[src/rtl/arr_out_drain.sv]
// arr_out_drain: realigns skewed systolic-array column results into rows,
// buffers them in a row FIFO and streams them out one word per transfer.
//
// Ports:
//   clk, rst          clock and synchronous active-high reset
//   start, exp_rows   job start pulse and expected row count
//   col_dat, col_vld  skewed per-column results from the array
//   out_dat, out_vld  serialized word stream toward the host
//   out_rdy, out_last consumer ready and end-of-row marker
//   done, ovf         job complete and sticky overflow flag
//   skew_err, fill    sticky deskew error and FIFO row occupancy
module arr_out_drain #(
   parameter int WORDLEN = 8,
   parameter int COLS    = 16,
   parameter int DEPTH   = 4,
   parameter int CNTW    = 16
) (
   input  logic                       clk,
   input  logic                       rst,
   input  logic                       start,
   input  logic [CNTW-1:0]            exp_rows,
   input  logic [COLS*WORDLEN-1:0]    col_dat,
   input  logic [COLS-1:0]            col_vld,
   output logic [WORDLEN-1:0]         out_dat,
   output logic                       out_vld,
   input  logic                       out_rdy,
   output logic                       out_last,
   output logic                       done,
   output logic                       ovf,
   output logic                       skew_err,
   output logic [$clog2(DEPTH):0]     fill
);

   localparam int AW = $clog2(DEPTH);
   localparam int FW = AW + 1;
   localparam int RW = COLS * WORDLEN;
   localparam int IW = $clog2(COLS);

   typedef enum logic {
      S_IDLE,
      S_SEND
   } st_t;

   logic clr;
   assign clr = rst | start;

   // Deskew: column c is delayed by COLS-1-c stages so every column
   // of a row lines up with the last column.
   logic [RW-1:0]   al_row;
   logic [COLS-1:0] al_vld;

   genvar c;
   for (c = 0; c < COLS; c++) begin : g_col
      localparam int N = COLS - 1 - c;
      if (N == 0) begin : g_pass
         assign al_row[c*WORDLEN +: WORDLEN] =
            col_dat[c*WORDLEN +: WORDLEN];
         assign al_vld[c] = col_vld[c];
      end else begin : g_dly
         logic [N*WORDLEN-1:0] sd_d, sd_q;
         logic [N-1:0]         sv_d, sv_q;

         always_comb begin
            sd_d = '0;
            sv_d = '0;
            if (!clr) begin
               sd_d[WORDLEN-1:0] = col_dat[c*WORDLEN +: WORDLEN];
               sv_d[0]           = col_vld[c];
               for (int s = 1; s < N; s++) begin
                  sd_d[s*WORDLEN +: WORDLEN] =
                     sd_q[(s-1)*WORDLEN +: WORDLEN];
                  sv_d[s] = sv_q[s-1];
               end
            end
         end

         always_ff @(posedge clk) begin
            sd_q <= sd_d;
            sv_q <= sv_d;
         end

         assign al_row[c*WORDLEN +: WORDLEN] =
            sd_q[(N-1)*WORDLEN +: WORDLEN];
         assign al_vld[c] = sv_q[N-1];
      end
   end

   logic row_ok, row_bad;
   assign row_ok  = &al_vld;
   assign row_bad = (|al_vld) & ~row_ok;

   // Row FIFO
   logic [RW-1:0] mem_q [DEPTH];
   logic [RW-1:0] mem_d [DEPTH];
   logic [AW-1:0] wp_q, wp_d, rp_q, rp_d;
   logic [FW-1:0] fill_q, fill_d;
   logic          ovf_q, ovf_d, skew_q, skew_d;
   logic          push, pop;

   // A full FIFO still accepts a row when the head leaves this cycle.
   assign push = row_ok & ((fill_q < FW'(DEPTH)) | pop);

   always_comb begin
      mem_d  = mem_q;
      wp_d   = wp_q;
      rp_d   = rp_q;
      fill_d = fill_q;
      ovf_d  = ovf_q | (row_ok & ~push);
      skew_d = skew_q | row_bad;
      if (clr) begin
         wp_d   = '0;
         rp_d   = '0;
         fill_d = '0;
         ovf_d  = 1'b0;
         skew_d = 1'b0;
      end else begin
         if (push) begin
            mem_d[wp_q] = al_row;
            wp_d        = wp_q + 1'b1;
         end
         if (pop) begin
            rp_d = rp_q + 1'b1;
         end
         unique case ({push, pop})
            2'b10:   fill_d = fill_q + 1'b1;
            2'b01:   fill_d = fill_q - 1'b1;
            default: fill_d = fill_q;
         endcase
      end
   end

   // Serializer FSM
   st_t             state_q, state_d;
   logic [RW-1:0]   hold_q, hold_d;
   logic [IW-1:0]   idx_q, idx_d;
   logic [CNTW-1:0] sent_q, sent_d;
   logic [CNTW-1:0] exp_q, exp_d;
   logic            done_q, done_d;
   logic            last_w, xfer;

   always_ff @(posedge clk) begin
      state_q <= state_d;
   end

   always_comb begin
      state_d = state_q;
      if (clr) begin
         state_d = S_IDLE;
      end else begin
         unique case (state_q)
            S_IDLE: begin
               if (fill_q != '0) state_d = S_SEND;
            end
            S_SEND: begin
               if (xfer && last_w && fill_q == '0)
                  state_d = S_IDLE;
            end
            default: state_d = S_IDLE;
         endcase
      end
   end

   always_comb begin
      out_vld  = (state_q == S_SEND);
      last_w   = (idx_q == IW'(COLS - 1));
      out_last = out_vld & last_w;
      out_dat  = out_vld ? hold_q[idx_q*WORDLEN +: WORDLEN]
                         : '0;
      xfer     = out_vld & out_rdy;
      pop      = !clr && (fill_q != '0) &&
                 ((state_q == S_IDLE) || (xfer && last_w));
   end

   // Holding register, column index and row accounting
   always_comb begin
      hold_d = hold_q;
      idx_d  = idx_q;
      sent_d = sent_q;
      exp_d  = exp_q;
      if (rst) begin
         exp_d = '0;
      end else if (start) begin
         exp_d = exp_rows;
      end
      if (clr) begin
         hold_d = '0;
         idx_d  = '0;
         sent_d = '0;
      end else begin
         if (xfer) begin
            if (last_w) begin
               if (sent_q != '1) sent_d = sent_q + 1'b1;
            end else begin
               idx_d = idx_q + 1'b1;
            end
         end
         if (pop) begin
            hold_d = mem_q[rp_q];
            idx_d  = '0;
         end
      end
      // Compare against the next count so done rises right after
      // the final transfer.
      done_d = !clr && (exp_q != '0) && (sent_d == exp_q);
   end

   always_ff @(posedge clk) begin
      mem_q  <= mem_d;
      wp_q   <= wp_d;
      rp_q   <= rp_d;
      fill_q <= fill_d;
      ovf_q  <= ovf_d;
      skew_q <= skew_d;
      hold_q <= hold_d;
      idx_q  <= idx_d;
      sent_q <= sent_d;
      exp_q  <= exp_d;
      done_q <= done_d;
   end

   assign done     = done_q;
   assign ovf      = ovf_q;
   assign skew_err = skew_q;
   assign fill     = fill_q;

endmodule

[config.mk]
export PLATFORM = sky130hd
export DESIGN_NAME = arr_out_drain
export DESIGN_NICKNAME = d
export VERILOG_FILES = /design/src/rtl/arr_out_drain.sv
export SDC_FILE = /design/constraint.sdc
export NUM_CORES = 2
export LEC_CHECK = 0
export CELL_PAD_IN_SITES_DETAIL_PLACEMENT = 1
export CELL_PAD_IN_SITES_GLOBAL_PLACEMENT = 1
export CORE_MARGIN = 2
export CORE_UTILIZATION = 52
export CTS_CLUSTER_SIZE = 12
export DETAILED_ROUTE_END_ITERATION = 8
export DONT_BUFFER_PORTS = 1
export GPL_TIMING_DRIVEN = 0
export PLACE_DENSITY_LB_ADDON = 0.25
export RECOVER_POWER = 50
export SYNTH_ARGS = -nofsm -noshare
export SYNTH_HDL_FRONTEND = slang
export SYNTH_SLANG_ARGS = --single-unit
[constraint.sdc]
create_clock -name clk -period 6.4 [get_ports clk]
set_clock_uncertainty 0.15 [all_clocks]
set_input_delay 0.64 -clock clk [delete_from_list [all_inputs] [get_ports clk]]
set_output_delay 0.64 -clock clk [all_outputs]
set_load 0.05 [all_outputs]
# ---- Word-level counts from Yosys, hierarchy flattened
# Cells that the tools add are included.
dict set report word_totals {
  out_inout_bits 16
  word_cells 110
  reg_bits 1767
  in_bits 164
}
dict set report op_classes {
  addsub 6
  mux 15
  n_shift 1
  n_eq_ne 5
  n_reduce_logical 18
  order_cmp 4
  bitwise_logic 16
}
# cell n
set ops {}
lappend ops {{$bwmux 512} 1}
lappend ops {{$mux 128} 3}
lappend ops {{$bmux 128 s2} 1}
lappend ops {{$demux 128 s2} 1}
lappend ops {{$shiftx 128x8->8} 1}
lappend ops {{$mux 16} 4}
lappend ops {{$add 16x1->16 const B} 1}
lappend ops {{$eq 16x16->1} 1}
lappend ops {{$ne 16x16->1 const B} 1}
lappend ops {{$reduce_and 16->1} 1}
lappend ops {{$reduce_bool 16->1} 1}
lappend ops {{$reduce_or 16->1} 1}
lappend ops {{$mux 8} 1}
lappend ops {{$logic_and 1x1->1} 7}
lappend ops {{$ge 3x3->1 const B} 2}
lappend ops {{$not 2->3} 2}
lappend ops {{$pmux 3 s2} 1}
lappend ops {{$and 1x1->1} 5}
lappend ops {{$not 1->1} 5}
lappend ops {{$add 2x1->2 const B} 2}
lappend ops {{$add 4x1->4 const B} 1}
lappend ops {{$eq 4x4->1 const B} 1}
lappend ops {{$or 1x1->1} 4}
lappend ops {{$reduce_and 2->1} 2}
lappend ops {{14 further kinds} 15}

# ---- Longest topological paths before layout
dict set report logic_depth {
  ltp_word 9
  depth_mapped 13
  depth_no_buf 12
}

# ---- Worst setup path before layout
# OpenSTA, ideal clock, no wires.
dict set report synth_path {
  path_kind {input to register}
  start {input start}
  end {register mem_q[0] in the netlist's numbering (enable)}
  path_stages 7
  slack_ps 711
  t_arrival_ps 5036
  required_time_ps 5747
  path_cell_list {buf_6 -> or2_2 -> clkbuf_8 -> a211o_1 -> clkbuf_1 -> a21boi_1 -> and3_1}
}
dict set report synth_between {
  elab_chain_len 7
  word_cells_on_any_way 8
  classes_between {bitwise: 4; reduce/logical: 4}
}
# element line_no
set synth_lines {}
lappend synth_lines {{start, declared} 20} ;# input logic start,
lappend synth_lines {{$or 1x1->1 *} 45} ;# assign clr = rst | start;
lappend synth_lines {{$logic_not 1->1} 170} ;# pop = !clr && (fill_q != '0) &&
lappend synth_lines {{$logic_and 1x1->1 (2 in series)} 170}
lappend synth_lines {{$or 1x1->1} 101} ;# assign push = row_ok & ((fill_q < FW'(DEPTH)) | pop);
lappend synth_lines {{$and 1x1->1} 101}
lappend synth_lines {{$reduce_and 2->1 (no line) *} --}
lappend synth_lines {{end signal, assigned} 208} ;# mem_q <= mem_d;
lappend synth_lines {{end, declared} 93} ;# logic [RW-1:0] mem_q [DEPTH];
# Mark *: on every way between the ends. The rest lies on a longest branch, timed or not.
# A chain may end at the register's enable or synchronous reset.

# ---- Worst setup path after layout
dict set report layout_path {
  start {register g_col[10].g_dly.sv_q[4]}
  end {register mem_q[60] in the netlist's numbering (enable)}
}
dict set report layout_between {
  elab_chain_len 3
}
# element line_no
set layout_lines {}
lappend layout_lines {{start, declared} 61} ;# logic [N-1:0] sv_d, sv_q;
lappend layout_lines {{start signal, assigned} 79} ;# sv_q <= sv_d;
lappend layout_lines {{$reduce_and 16->1} 89} ;# assign row_ok = &al_vld;
lappend layout_lines {{$and 1x1->1} 101}
lappend layout_lines {{$reduce_and 2->1 (no line)} --}
# Every way passes these cells.

==> run metrics <==
Worst setup SP type flop; Worst-path clk slew approximately 0.06 ns; die area about 0.11 mm2; H-tree levels 4; Netlist cell types 63; Synth Cell Area 0.05525 mm2; # setup viols final 0; CORE AREA 0.1053 mm2; CTS Buf Count around 170; number of synthesized register bits 1767; Achievable Freq 208.3 MHz; Setup CP Type reg2reg; DRT Wirelength around 120000 um; crit-path cells nand4_1 -> nor4_1 -> a21boi_0 -> and3_4 -> buf_16 -> buf_16; initial antenna violation count 8; Post-Layout Cell Count 5736; Synth-to-Final Area Change 16.00%; Mapped Nets 4050; DR vias 29040; commonest cells after routing, fill and taps aside dfxtp_1, and2_1, edfxtp_1; CP startpoint g_col[10].g_dly.sv_q[4]; Iter 0 DRT Violations around 1800; Total GRT Usage between 20% and 30%; Placer Congestion 0.8278; power density cells about 330 mW/mm2; Hold Slack between 0.1 and 0.15 ns; gr ovfl total 0; Max IR drop VDD ~0.00023 V; global-route wire length before repair 179000 um; fraction of registers with async set/reset 0%; largest net degree at the start of global routing 55; I/O pin cnt 180; Initial Util 52.48%; Die Y 330.0 um; Mean Syn Cell Area 14.25 um2; total leakage power between 20 and 25 nW; Avg WL per Cell about 20 um; CTS Sinks 1767; placed insts about 5300; count of input and output buffers 0; Ys Warns 0; Slew headroom -5.630%; CP max stage cell nor4_1; pin slew with the least headroom to its limit 1.570 ns; post-layout min period 4.802 ns; CTS tree done; Finished Core Util 60.88%; FP Rows 119; flop2flop setup slack 1.60 ns; chip width 330.0 um; Synth top area share 45.48%; number of flops mapped to enable cells by yosys 512; CP endpoint kind flop; DR pass1 iterations 5; Buf/Inv on CP 2; ranking of synthesized cells by area dfxtp_1, edfxtp_1, and2_1, mux4_2, nand2_1; Final nets around 4400; Main synth FF type dfxtp_1; worst-skew pair later-pin latency 0.77 ns; failing checks max-capacitance violations, max-slew violations; setup TNS 0 ns; Slew Viols, Final 15; CP max FO 51; Post-DP HPWL 70380 um; Hold WC Path Type in2reg; FF-to-FF Start g_col[10].g_dly.sv_q[4]; CTS root buf clkbuf_16; DRC 0; Synth Instances 3878; CTS Buffer Depth 3; crit share post-route 75.03%; run status finished with violations; RSZ-0062 raised after global routing false; Worst path most repeated cell buf_16; DRT antenna net count 0; final hold vios 0; Arrival @ worst endpoint 5.08 ns; max incr delay on CP around 1.2 ns; vias in the first global route 31050; Fillers 9757; Top delay family on crit path simple AND/OR/NAND/NOR gates; MaxCap Viol Count 2; largest area contributor in the netlist dfxtp_1; layout cell share with drive strength beyond 1 9.510%; postcts setup bufs 0; CP Data Required Time 6.68 ns; post-synthesis sequential area ratio between 70 and 80%; commonest non-fill, non-tap cell in the layout dfxtp_1; drt via density 5.063; Worst Hold Launch rst
-- worst paths after layout --
path,depth (start not counted),end
hold / removal,3,sent_q[9]
hold reg to reg,1,g_col[0].g_dly.sd_q[52]
setup reg to reg,6,mem_q[60]
setup / recovery,6,mem_q[60]
-- layer usage --
layer | share of wire, % | GRT usage, % | vias up | wire length, um
met2 | 50 | 37.36 | 681 | 57870
met3 | 5.3 | 4.360 | 230 | 6081
li1 | - | - | 13710 | -
met5 | 0.042 | 0 | - | 49
met1 | 42 | 27.08 | 14410 | 48080
met4 | 3.0 | 7.401 | 8 | 3416
-- cells by family after synthesis --
| group | after synthesis | share of synthesized area, % |
|---|---|---|
| mux | 187 | 7.193 |
| fa+ha+maj | 8 | 0.1948 |
| buf+inv | 229 | 1.633 |
| simple gates | 1492 | 15.63 |
| flops | 1767 | 73.31 |
| xor+xnor | 19 | 0.3012 |
| compound gates | 176 | 1.744 |
-- synthesized netlist by cell type, types with 2 or more instances --
master,number
dfxtp_1,1255
and2_1,1091
edfxtp_1,512
nand2_1,272
clkbuf_1,189
mux4_2,168
a21oi_1,144
nor2_1,37
buf_1,23
mux2i_1,19
nor3_1,15
nor4_1,13
xnor2_1,13
nand3_1,12
inv_1,8
nand4_1,8
ha_1,7
and3_1,6
or3_1,6
xor2_1,6
a31oi_1,5
and4_1,4
o2111ai_1,4
o21ai_0,4
o31ai_1,4
or4_1,4
a211oi_1,3
buf_2,2
buf_6,2
clkbuf_8,2
nand2b_1,2
nand4_2,2
nand4_4,2
nor4_2,2
o211ai_1,2
or2_2,2
or4_2,2
-- flip-flops by register name, summed over array words and instances (netlist names) --
name and flops:
wp_q 2, hold_q 128, g_col.g_dly.sd_q 960, g_col.g_dly.sv_q 120
exp_q 16, rp_q 2, skew_err 1, ovf 1
out_vld 1, mem_q 512, sent_q 16, idx_q 4
fill 3, done 1
-- worst register-to-register path: stages (launching register included) --
cell and delay, ns:
dfxtp_1 0.35, nand4_1 0.23, nor4_1 1.25, a21boi_0 0.95, and3_4 0.81, buf_16 0.36, buf_16 0.33
-- timing repair --
item,in CTS,in global routing
endpoints found under the hold margin,183,0
hold buffers,166,0
resized for setup,0,0
-- through the flow --
stage                     setup slack [ns]  power [W]  area (um2)
final                                1.598    0.02126       64090
after global routing                 1.285    0.02197       64090
after CTS                            1.491    0.02144       64130
after detailed placement             1.572    0.01199       57260
after global placement              -2.637    0.01198       56990
after floorplan                     0.7112    0.01190       55250
-- power breakdown --
| group | internal [W] | leakage [nW] | switching, W | total (W) |
|---|---|---|---|---|
| logic | 0.000125 | 5.22 | 0.000174 | 0.000299 |
| clock network | 0.00528 | 2.51 | 0.00415 | 0.00943 |
| registers | 0.0115 | 13.9 | 0.0000249 | 0.0115 |
-- area by class of cell --
class	count	area (um2)	area share [%]
Antenna cell	2	5.005	0.007809
Clock inverter	26	391.6	0.6111
Buffer	220	843.3	1.316
Clock buffer	264	4816	7.514
Sequential cell	1767	40500	63.19
Timing Repair Buffer	175	1909	2.979
Tap cell	1391	1740	2.716
Inverter	9	33.78	0.05271
Multi-Input combinational cell	1882	13850	21.61
No activity file was read; power rests on OpenSTA's default activity.
